<file path="config.mk">
export PLATFORM = sky130hd
export DESIGN_NAME = led_ws2812_chain
export DESIGN_NICKNAME = d
export VERILOG_FILES = /design/src/rtl/led_ws2812_chain.sv
export SDC_FILE = /design/constraint.sdc
export NUM_CORES = 1
export LEC_CHECK = 0
export CAP_MARGIN = 20
export CORE_MARGIN = 2
export CORE_UTILIZATION = 40
export CTS_CLUSTER_SIZE = 14
export DETAILED_ROUTE_END_ITERATION = 12
export PLACE_DENSITY = 0.66
export SYNTH_ARGS = -nofsm -noshare
export SYNTH_HDL_FRONTEND = slang
export SYNTH_SLANG_ARGS = --single-unit
</file>
<file path="constraint.sdc">
create_clock -name clk -period 3.25 [get_ports clk]
set_clock_uncertainty 0.1 [all_clocks]
set_input_delay 0.4875 -clock clk [delete_from_list [all_inputs] [get_ports clk]]
set_output_delay 0.4875 -clock clk [all_outputs]
set_load 0.1 [all_outputs]
</file>
<file path="src/rtl/led_ws2812_chain.sv">
// -----------------------------------------------------------------------------
// led_ws2812_chain
//
// Serial driver for a WS2812-style neopixel chain. Colour words are fetched
// one LED at a time from an upstream LED store and shifted out as a single
// pulse-width-coded line. A 0 bit is high for 1 unit and low for 2 units. A 1
// bit is high for 2 units and low for 1 unit. One unit is nominally 400 ns.
// After the last LED the line is held low for the latch gap, and then a
// completion pulse is issued.
//
// Parameters
//   RESET_UNITS     latch gap length in 400 ns units (>= 1)
//
// Ports
//   clk             system clock
//   reset_n         asynchronous active-low reset
//   divider_400ns   clocks per unit minus 1; sampled at every unit reload
//   update          single-cycle refresh request, honoured only when idle
//   led_data_req    registered request for the colour word of led_number
//   led_number      index of the LED being requested
//   led_data_valid  upstream presents led_data / led_last
//   led_data        colour word {red, green, blue}
//   led_last        qualifies led_data: this LED ends the chain
//   led_chain       serial line, 1 = high
//   busy            high from update acceptance until done
//   done            single-cycle pulse at the end of the latch gap
// -----------------------------------------------------------------------------
module led_ws2812_chain #(
  parameter int unsigned RESET_UNITS = 125
) (
  input  logic        clk,
  input  logic        reset_n,
  input  logic [7:0]  divider_400ns,
  input  logic        update,
  output logic        led_data_req,
  output logic [7:0]  led_number,
  input  logic        led_data_valid,
  input  logic [23:0] led_data,
  input  logic        led_last,
  output logic        led_chain,
  output logic        busy,
  output logic        done
);

  localparam int GAP_W = (RESET_UNITS > 1) ? $clog2(RESET_UNITS) : 1;
  localparam logic [GAP_W-1:0] GAP_LOAD = GAP_W'(RESET_UNITS - 1);

  typedef enum logic [1:0] {
    S_IDLE,
    S_FETCH,
    S_SHIFT,
    S_GAP
  } state_e;

  state_e           state_q;
  logic [7:0]       cnt_q;        // unit counter, ticks at 0
  logic [7:0]       cnt_d;
  logic [1:0]       ph_q;         // unit within the current bit (0..2)
  logic [4:0]       bit_q;        // bit within the current LED (0..23)
  logic [23:0]      shift_q;      // wire-ordered word, MSB goes out first
  logic             last_q;       // LED being shifted ends the chain
  logic [23:0]      hold_q;       // prefetched next word (wire order)
  logic             hold_last_q;
  logic             hold_full_q;
  logic [GAP_W-1:0] gap_q;        // remaining latch-gap units minus 1
  logic             req_q;
  logic [7:0]       num_q;
  logic             chain_q;
  logic             busy_q;
  logic             done_q;

  logic             xfer;
  logic             unit_tick;
  logic             at_last;
  logic [23:0]      cap_word;

  // Wire order is green, red, blue, each MSB first.
  function automatic logic [23:0] wire_order(input logic [23:0] rgb);
    return {rgb[15:8], rgb[23:16], rgb[7:0]};
  endfunction

  assign xfer      = req_q & led_data_valid;
  assign unit_tick = (cnt_q == 8'd0);
  // LED 255 is forced to be last so that led_number never wraps.
  assign at_last   = led_last | (num_q == 8'hFF);
  assign cap_word  = wire_order(led_data);

  // The unit counter only runs while the line is being timed. A transfer out
  // of FETCH restarts it so that the first bit is a full unit wide.
  always_comb begin
    cnt_d = cnt_q;
    unique case (state_q)
      S_FETCH: if (xfer) cnt_d = divider_400ns;
      S_SHIFT,
      S_GAP:   cnt_d = unit_tick ? divider_400ns : (cnt_q - 8'd1);
      default: cnt_d = cnt_q;
    endcase
  end

  always_ff @(posedge clk or negedge reset_n) begin
    if (!reset_n) begin
      state_q     <= S_IDLE;
      cnt_q       <= '0;
      ph_q        <= '0;
      bit_q       <= '0;
      shift_q     <= '0;
      last_q      <= 1'b0;
      hold_q      <= '0;
      hold_last_q <= 1'b0;
      hold_full_q <= 1'b0;
      gap_q       <= '0;
      req_q       <= 1'b0;
      num_q       <= '0;
      chain_q     <= 1'b0;
      busy_q      <= 1'b0;
      done_q      <= 1'b0;
    end else begin
      cnt_q  <= cnt_d;
      done_q <= 1'b0;

      unique case (state_q)
        S_IDLE: begin
          if (update) begin
            state_q     <= S_FETCH;
            num_q       <= 8'd0;
            busy_q      <= 1'b1;
            req_q       <= 1'b1;
            hold_full_q <= 1'b0;
          end
        end

        S_FETCH: begin
          // Line stays low here, so a stall stretches the final low phase.
          if (xfer) begin
            req_q   <= 1'b0;
            shift_q <= cap_word;
            last_q  <= at_last;
            bit_q   <= 5'd0;
            ph_q    <= 2'd0;
            chain_q <= 1'b1;
            state_q <= S_SHIFT;
          end
        end

        S_SHIFT: begin
          if (xfer) req_q <= 1'b0;

          // Prefetched word parks in the holding register unless it arrives
          // exactly on the final tick of bit 23, where it is used directly.
          if (xfer && !(unit_tick && ph_q == 2'd2 && bit_q == 5'd23)) begin
            hold_q      <= cap_word;
            hold_last_q <= at_last;
            hold_full_q <= 1'b1;
          end

          if (unit_tick) begin
            unique case (ph_q)
              2'd0: begin
                ph_q    <= 2'd1;
                chain_q <= shift_q[23];
              end
              2'd1: begin
                ph_q    <= 2'd2;
                chain_q <= 1'b0;
              end
              default: begin
                ph_q <= 2'd0;
                if (bit_q != 5'd23) begin
                  bit_q   <= bit_q + 5'd1;
                  shift_q <= {shift_q[22:0], 1'b0};
                  chain_q <= 1'b1;
                  // Entering bit 23: request the next LED early.
                  if (bit_q == 5'd22 && !last_q) begin
                    num_q <= num_q + 8'd1;
                    req_q <= 1'b1;
                  end
                end else if (last_q) begin
                  state_q <= S_GAP;
                  gap_q   <= GAP_LOAD;
                  chain_q <= 1'b0;
                end else if (hold_full_q) begin
                  shift_q     <= hold_q;
                  last_q      <= hold_last_q;
                  hold_full_q <= 1'b0;
                  bit_q       <= 5'd0;
                  chain_q     <= 1'b1;
                end else if (xfer) begin
                  shift_q <= cap_word;
                  last_q  <= at_last;
                  bit_q   <= 5'd0;
                  chain_q <= 1'b1;
                end else begin
                  // Data not here yet: wait in FETCH with req still high.
                  state_q <= S_FETCH;
                  chain_q <= 1'b0;
                end
              end
            endcase
          end
        end

        S_GAP: begin
          if (unit_tick) begin
            if (gap_q == '0) begin
              state_q <= S_IDLE;
              busy_q  <= 1'b0;
              done_q  <= 1'b1;
            end else begin
              gap_q <= gap_q - GAP_W'(1);
            end
          end
        end

        default: state_q <= S_IDLE;
      endcase
    end
  end

  assign led_data_req = req_q;
  assign led_number   = num_q;
  assign led_chain    = chain_q;
  assign busy         = busy_q;
  assign done         = done_q;

endmodule

</file>
==> results of run 1 <==
-- worst max path at each step --
stage	endpoint	startpoint	slack (ps)
after floorplan	shift_q[11]	led_data_req	790
after global placement	cnt_q[6]	led_data_valid	630
after detailed placement	cnt_q[6]	led_data_valid	550
after CTS	bit_q[4]	cnt_q[0]	610
after global routing	bit_q[4]	cnt_q[0]	350
final	led_number[6]	cnt_q[0]	590
-- kinds of logic after synthesis --
logic type	Yosys count	synth area share (%)
AO/OA/AOI/OAI	171	21.7
adder cells (fa/ha/maj)	10	2.44
buffers and inverters	45	3.79
flip-flops	87	42.5
multiplexers	46	9.60
AND/OR/NAND/NOR	218	20.0
-- cell usage in the layout (no fill, tap or decap), types with 2 or more instances in the layout --
master	count
sky130_fd_sc_hd__clkbuf_16	9
sky130_fd_sc_hd__and2_1	3
sky130_fd_sc_hd__or4_1	2
sky130_fd_sc_hd__mux2_2	25
sky130_fd_sc_hd__o21a_1	3
sky130_fd_sc_hd__o211ai_1	25
sky130_fd_sc_hd__a311oi_1	5
sky130_fd_sc_hd__nor3_1	7
sky130_fd_sc_hd__buf_12	2
sky130_fd_sc_hd__dfrtp_1	87
sky130_fd_sc_hd__a31oi_1	24
sky130_fd_sc_hd__or3_1	3
sky130_fd_sc_hd__nor2b_1	6
sky130_fd_sc_hd__inv_1	12
sky130_fd_sc_hd__a21o_1	2
sky130_fd_sc_hd__buf_4	23
sky130_fd_sc_hd__o21ai_0	51
sky130_fd_sc_hd__o31ai_1	3
sky130_fd_sc_hd__or2_2	2
sky130_fd_sc_hd__a21oi_1	28
sky130_fd_sc_hd__and3_1	2
sky130_fd_sc_hd__a21boi_0	4
sky130_fd_sc_hd__a22o_1	8
sky130_fd_sc_hd__nand3_1	13
sky130_fd_sc_hd__nor2_1	49
sky130_fd_sc_hd__o2bb2ai_1	3
sky130_fd_sc_hd__mux2i_1	21
sky130_fd_sc_hd__nand4_1	4
sky130_fd_sc_hd__clkinv_2	4
sky130_fd_sc_hd__nand2b_1	4
sky130_fd_sc_hd__ha_1	9
sky130_fd_sc_hd__nand3b_1	3
sky130_fd_sc_hd__nand2_1	105
sky130_fd_sc_hd__clkdlybuf4s50_1	35
sky130_fd_sc_hd__o22ai_1	3
sky130_fd_sc_hd__bufinv_16	2
sky130_fd_sc_hd__nand4b_1	3
-- critical path, delay by kind of cell (launching register included) --
family	cells	cell delay (ps)
AOI/OAI and AO/OA	2	420
and+or+nand+nor	3	1300
buffers and inverters	1	90
adders and majority gates	1	260
DFF	1	390
-- layer usage --
metal  up-vias  wire length (um)  GRT usage, %
li1       2169                 -             -
met1      2154              5820          26.5
met2        97              5760          30.3
met3        11               534          2.83
met4         0               121          8.16
met5         -                 0             0
-- layout make-up --
class | instances | area share, %
multi-input cells | 445 | 45.5
repair buffers | 60 | 9.27
inverters | 12 | 0.741
well taps | 172 | 3.54
flip-flops and latches | 87 | 35.8
clock buffers | 9 | 3.71
clock inverters | 7 | 1.44
-- metrics by stage --
| stage | setup slack (ps) | area, um2 | hold slack, ps |
|---|---|---|---|
| floorplan | 787 | 5120 | 91.9 |
| global placement | 628 | 5760 | 369 |
| finish | 593 | 6080 | 91.9 |
| global route | 350 | 6080 | 148 |
| detailed placement | 550 | 5760 | 393 |
| CTS | 612 | 6080 | 121 |
-- where the power goes --
group	total, uW	switching [uW]	internal (uW)
Sequential	1850	358	1490
Clock	1110	440	668
Combinational	2230	1330	899
-- sequential cells by signal, indices dropped and copies added, names as in the netlist --
signal,flops
cnt_q,8
state_q,2
bit_q,5
done,1
led_number,8
ph_q,2
last_q,1
hold_last_q,1
led_data_req,1
gap_q,7
busy,1
hold_full_q,1
shift_q,24
hold_q,24
led_chain,1
==> summary by stage, run 1 <==
STA
The number of failing hold endpoints at the final stage is 0. The sum of negative setup slack is 0 ps. At the pin with the least slew margin, the transition time is 759 ps. Setup violations remaining at the end of the flow were counted as 0. The time the final worst path needs with I/O delays and setup is 2660 ps. The ratio of final minimum period to clock period is 81.7%. In this run the tightest slew margin relative to its limit is 49.4%. Setup repair after global routing left no endpoint under its margin. The maximum frequency from static timing analysis is 376 MHz. The final max-slew violation count was 0.

Critical path
The capture point of the worst reg-to-reg path is led_number[6]. The path depth of the worst reg2reg path is 7. The arrival time reported for the critical path endpoint is 2820 ps. STA classifies the critical path startpoint as a register. The reg-to-reg startpoint is cnt_q[0]. The largest single stage delay on the critical path is 560 ps. The signal on the critical path passes through inv_1 -> ha_1 -> nor2b_1 -> and4_1 -> a21boi_0 -> or3_1 -> a21oi_1. The worst-case register-to-register setup slack is 590 ps. The kind of end point of the critical path is a register. The largest individual stage delay along the critical path comes from the cell sky130_fd_sc_hd__and4_1. The required time at the endpoint of the critical path is 3420 ps. The critical path in this run is classified as reg -> reg.

In this run the worst path has a maximum fanout of 11.

Placement
The HPWL reported at the end of detailed placement is 8320 um. The cell count after placement is 776. The final weighted congestion of routability-driven global placement is 0.837. Buffers placed on the I/O ports in this run total 48.

Global route
Summed over all layers, the global routing overflow is 0. The number of global-route vias before repair is 4,401. The maximum number of pins on one net before global-route repair is 52. The wire length of the first global-routing pass is 20,900 um.

Global routing consumed, over all layers together, 19.2% of the routing resources. The initial antenna violation count is 0.

Finish
Once layout is complete, the cells apart from fillers number 792. The final layout contains 662 nets. In the final layout, flip-flops and latches occupy 2180 um2. Measured on the finished design, the core utilization comes to 48.3%. The area of the multi-input gates is 2760 um2. The fraction of layout instances using a drive strength above 1 is 12.4%. The layout has 1,196 filler cells.

The antenna diode count is 0. The growth of design area from synthesis to finish is 18.7%.

Yosys
By area the synthesized netlist is led by sky130_fd_sc_hd__dfrtp_1 43%, sky130_fd_sc_hd__nand2_1 7.7%, sky130_fd_sc_hd__mux2_2 5.5%. The share of async-settable or async-resettable flops after synthesis is 100%. The number of standard cells after synthesis is 577.

The cell accounting for the most synthesized area is sky130_fd_sc_hd__dfrtp_1. In this run, synthesis inferred 0 flip-flops with an integrated enable. The cell area that synthesis handed to floorplanning was 5120 um2. The number of register bits inferred by synthesis is 87. The net count after synthesis is 624. The most used flip-flop cell after synthesis is sky130_fd_sc_hd__dfrtp_1. The share of synthesized area in the top cell type comes to 42.5%. Ranked by instance count, the synthesized netlist is headed by 105 x sky130_fd_sc_hd__nand2_1, 87 x sky130_fd_sc_hd__dfrtp_1, 51 x sky130_fd_sc_hd__o21ai_0.

The number of warnings printed during yosys synthesis is 0. Summing the sequential cell areas from Yosys gives 42.5% of the chip area. The most common cell in the synthesized netlist is sky130_fd_sc_hd__nand2_1. In this run the mean area of a mapped cell was 8.87 um2. The number of distinct standard cells referenced by the synthesized netlist is 59.

Clock network
For the worst-skew pair, the clock arrives at the later sink with an insertion delay of 350 ps. The count of buffers added by post-CTS timing repair for setup is 0. The maximum level of the CTS H-tree is 3. TritonCTS built the clock tree. Hold repair after CTS inserted 0 buffers. Counting the buffers created by CTS gives 9. The number of gates resized after CTS is 0. The clock-pin slew on the worst setup and hold paths is 60 ps. The tree is rooted in a sky130_fd_sc_hd__clkbuf_16.

The clock passes through at most 2 buffers. For this design, the sink count on the clock tree is 87.

Detailed routing
Across all layers, the routed design uses 4,431 vias. The first detailed-routing pass took 4 iterations. The DRC violation count after routing is 0.

The final wirelength is 12,200 um. Once detail routing completed, the nets flagged for antenna violations numbered 0. The initial DRC count is 270.

In the final routed layout, each cell accounts on average for 15.4 um. Dividing the detail-routed via count by the number of cells gives 5.59.

Die
After floorplanning, the core was divided into 41 placement rows. The core footprint is 12,600 um2. The effective utilization at floorplan is 40.7%. The width of the die is 117 um. The floorplan step defined a die boundary enclosing 13,700 um2.

The die extent in y is 117 um. 49 I/O pins were placed.

Outcome
The run finished with clean final reports.

Power and ir drop
The cell area power density is 853 nW/um2. The worst IR drop on VDD is 0.365 mV. Summed over all cells, the static leakage comes to 0.00246 uW. Total power for the finished layout comes to 5180 uW.

Min path
The kind of path behind the tightest hold check is in -> async.

Flow run
Across the run, the number of max-cap violations was 0.
(Power assumes the default switching activity.)
==> run 2: changes to the inputs <==
==> constraint.sdc (replaced) <==
create_clock -name clk -period 2.6 [get_ports clk]
set_clock_uncertainty 0.1 [all_clocks]
set_input_delay 0.39 -clock clk [delete_from_list [all_inputs] [get_ports clk]]
set_output_delay 0.39 -clock clk [all_outputs]
set_load 0.1 [all_outputs]
==> run 2 against run 1 <==
Flip-flop and latch count unchanged. Die area did not move. Register-to-register slack got worse by 380 ps. First-iteration DRC count grew 24%. Critical path depth did not move. Utilization increased by 1.0 points. Hold slack better by 290 ps. Sequential power increased by 25%. Sequential share of layout area fell by 0.73 points. Global-route usage increased by 1.2 points. Via count increased by 3.2%. Combinational power increased by 31%. Critical path type unchanged. Critical endpoint is now hold_q[3]. Largest cell class unchanged.
==> summary by stage, run 2 (same netlist as run 1, synthesis figures left out) <==
Critical path
The startpoint type of the worst setup path is a register. The slowest cell on the critical path is sky130_fd_sc_hd__dfrtp_1. The critical path goes through inv_1 -> ha_1 -> nor2b_2 -> nand4_4 -> o311ai_4 -> buf_12 -> mux2_2. The start-to-end type of the worst setup path is reg -> reg.

STA puts the critical path data arrival time at 2520 ps. In this run the worst path has a maximum fanout of 21. The worst setup path is captured at a register. The worst stage delay on the critical path is 390 ps.

The worst-case register-to-register setup slack is 210 ps. At the worst endpoint, the required time is 2730 ps.

Detailed routing
The final wirelength is 12,700 um. The DRC violation count after routing is 0. For this block, the initial DRC count from the detailed router was 334. The final routed wire length divided by cell count is 15.8 um. The routed layout has 4,574 vias.

The via-per-instance ratio is 5.67. The detail route stage leaves a number of antenna-violating nets equal to 0. The first TritonRoute pass finished after 5 iterations.

Clock network
The largest buffer count on any clock path is 2. The clock tree from TritonCTS is yes. The total number of clock tree sinks is 87. TritonCTS created 9 clock buffers. The later-pin clock latency in the skew report is 340 ps.

Clock-pin slew was measured on the worst setup and hold paths at 60 ps. The count of buffers added by post-CTS timing repair for setup is 0. The root buffer cell is sky130_fd_sc_hd__clkbuf_16. The H-tree was split into 3 levels.

Finish
After routing the design area is 6200 um2. Of the cells placed in the final design, the portion with a size suffix greater than 1 is 14.4%. Leaving out fill and tap cells, the most frequent cells in the layout are 105 x sky130_fd_sc_hd__nand2_1, 87 x sky130_fd_sc_hd__dfrtp_1, 51 x sky130_fd_sc_hd__o21ai_0. The area growth from synthesis to layout is 21.1%.

Leaving out fill and tap cells, the most frequent cell in the layout is sky130_fd_sc_hd__nand2_1. Leaving out filler cells and counting taps, the final layout contains 806. The largest registers in the layout are hold_q x24, shift_q x24. For this run, the post-layout net count is 677. The antenna diode count is 0.

Placement
Including well taps, the total number of placed cells is 790. The number of I/O port buffers is 48. The congestion estimate from routability-driven global placement came to 0.847. After legalization and detailed placement, the total HPWL measured 8810 um. The placed instance area is 5880 um2. The post-place setup slack is 98.1 ps.

STA
The number of failing hold endpoints at the final stage is 0. The worst-margin pin slew is 598 ps. The worst path meets setup with 210 ps of slack. The final max-slew violation count came to 0.

The count of final setup violators is 0. Setup repair after global routing left no endpoint under its margin. The worst pin sits at a relative slew slack of 60.1%.

The time the final worst path needs with I/O delays and setup is 2390 ps. The maximum frequency from static timing analysis is 418 MHz. The sum of negative setup slack is 0 ps. The ratio of final minimum period to clock period is 91.9%.

Power and ir drop
The cell area power density is 1060 nW/um2. For this design the static power due to leakage is 0.00253 uW. Across the VDD grid, the largest voltage drop is 0.393 mV.

Min path
The tightest min-delay check is of the reg -> reg type.

Global route
The initial antenna violation count is 0. The residual overflow from global routing is 0. The global-route usage over all layers is 20.4%. The first global-routing pass estimated 22,000 um of wire. The number of global-route vias before repair came to 4,538. The maximum number of pins on one net before global-route repair is 47.

Die
The total I/O pin count is 49. The die covers 13,700 um2. The width of the die is 117 um. The number of placement rows is 41. The core footprint is 12,600 um2. The effective utilization at floorplan is 40.7%. The floorplan step set the die height to 117 um.

Outcome
The flow ran to the end, and the final reports show no timing, DRC or antenna violations.

Flow run
Across the run, the number of max-cap violations was 0.
-- run 2: cell types whose count changed in the layout (fill, tap and decap cells not counted), sizes merged --
cell,delta
bufinv,-1
clkbuf,+3
buf,+14
clkinv,-3
dlygate4sd3,+1
-- run 2: what timing repair did --
action	4_1_cts	5_1_grt
endpoints found under the hold margin	43	0
endpoints found under the setup margin	0	5
hold buffers	1	0
gates resized for setup	0	3
-- run 2: metal layers --
layer | global-route usage [%] | vias to the layer above | share of wire [%]
li1 | - | 2202 | -
met1 | 27.4 | 2228 | 45
met2 | 32.9 | 122 | 48
met3 | 2.88 | 22 | 4.4
met4 | 9.02 | 0 | 2.3
met5 | 0 | - | 0
-- run 2: critical path: cells and delay by family, from the launching register on --
family / cells / cell delay, ps
fa+ha+maj: 1 / 260
buf+inv: 2 / 320
flops: 1 / 390
compound gates: 1 / 370
simple gates: 2 / 470
mux: 1 / 350
-- run 2: cell type report --
class,count,area [um2]
Tap cell,172,215
Inverter,12,45.0
Fill cell,1199,6370
Multi-Input combinational cell,445,2780
Sequential cell,87,2180
Timing Repair Buffer,75,691
Clock inverter,3,42.5
Clock buffer,12,256
-- run 2: final timing paths --
path | to | depth (start not counted) | from
max | hold_q[3] | 7 | cnt_q[0]
min | gap_q[0] | 1 | gap_q[0]
max reg2reg | hold_q[3] | 7 | cnt_q[0]
min reg2reg | gap_q[0] | 1 | gap_q[0]
max in group asynchronous | shift_q[17] | 3 | reset_n
min in group asynchronous | hold_q[7] | 2 | reset_n
-- run 2: power by group --
| group | leakage [uW] | switching (uW) | internal, uW |
|---|---|---|---|
| sequential | 0.00111 | 460 | 1860 |
| combinational | 0.00127 | 1700 | 1230 |
| clock | 0.000145 | 530 | 791 |
-- run 2: metrics by stage --
step	hold slack (ps)	utilization, %	total power (uW)
after floorplan	-5.59	-	4380
after global placement	343	46.8	5120
after detailed placement	345	46.8	5240
after CTS	383	49.2	6590
after global routing	413	49.3	7100
final	378	49.3	6570
==> run 3: changes to the inputs <==
--- a/config.mk
+++ b/config.mk
@@ -5,6 +5,7 @@
 export SDC_FILE = /design/constraint.sdc
 export NUM_CORES = 1
 export LEC_CHECK = 0
+export ABC_CLOCK_PERIOD_IN_PS = 2600
 export CAP_MARGIN = 20
 export CORE_MARGIN = 2
 export CORE_UTILIZATION = 40
==> results of run 3 <==
The final DEF is identical to that of run 2; final timing and power are the same.
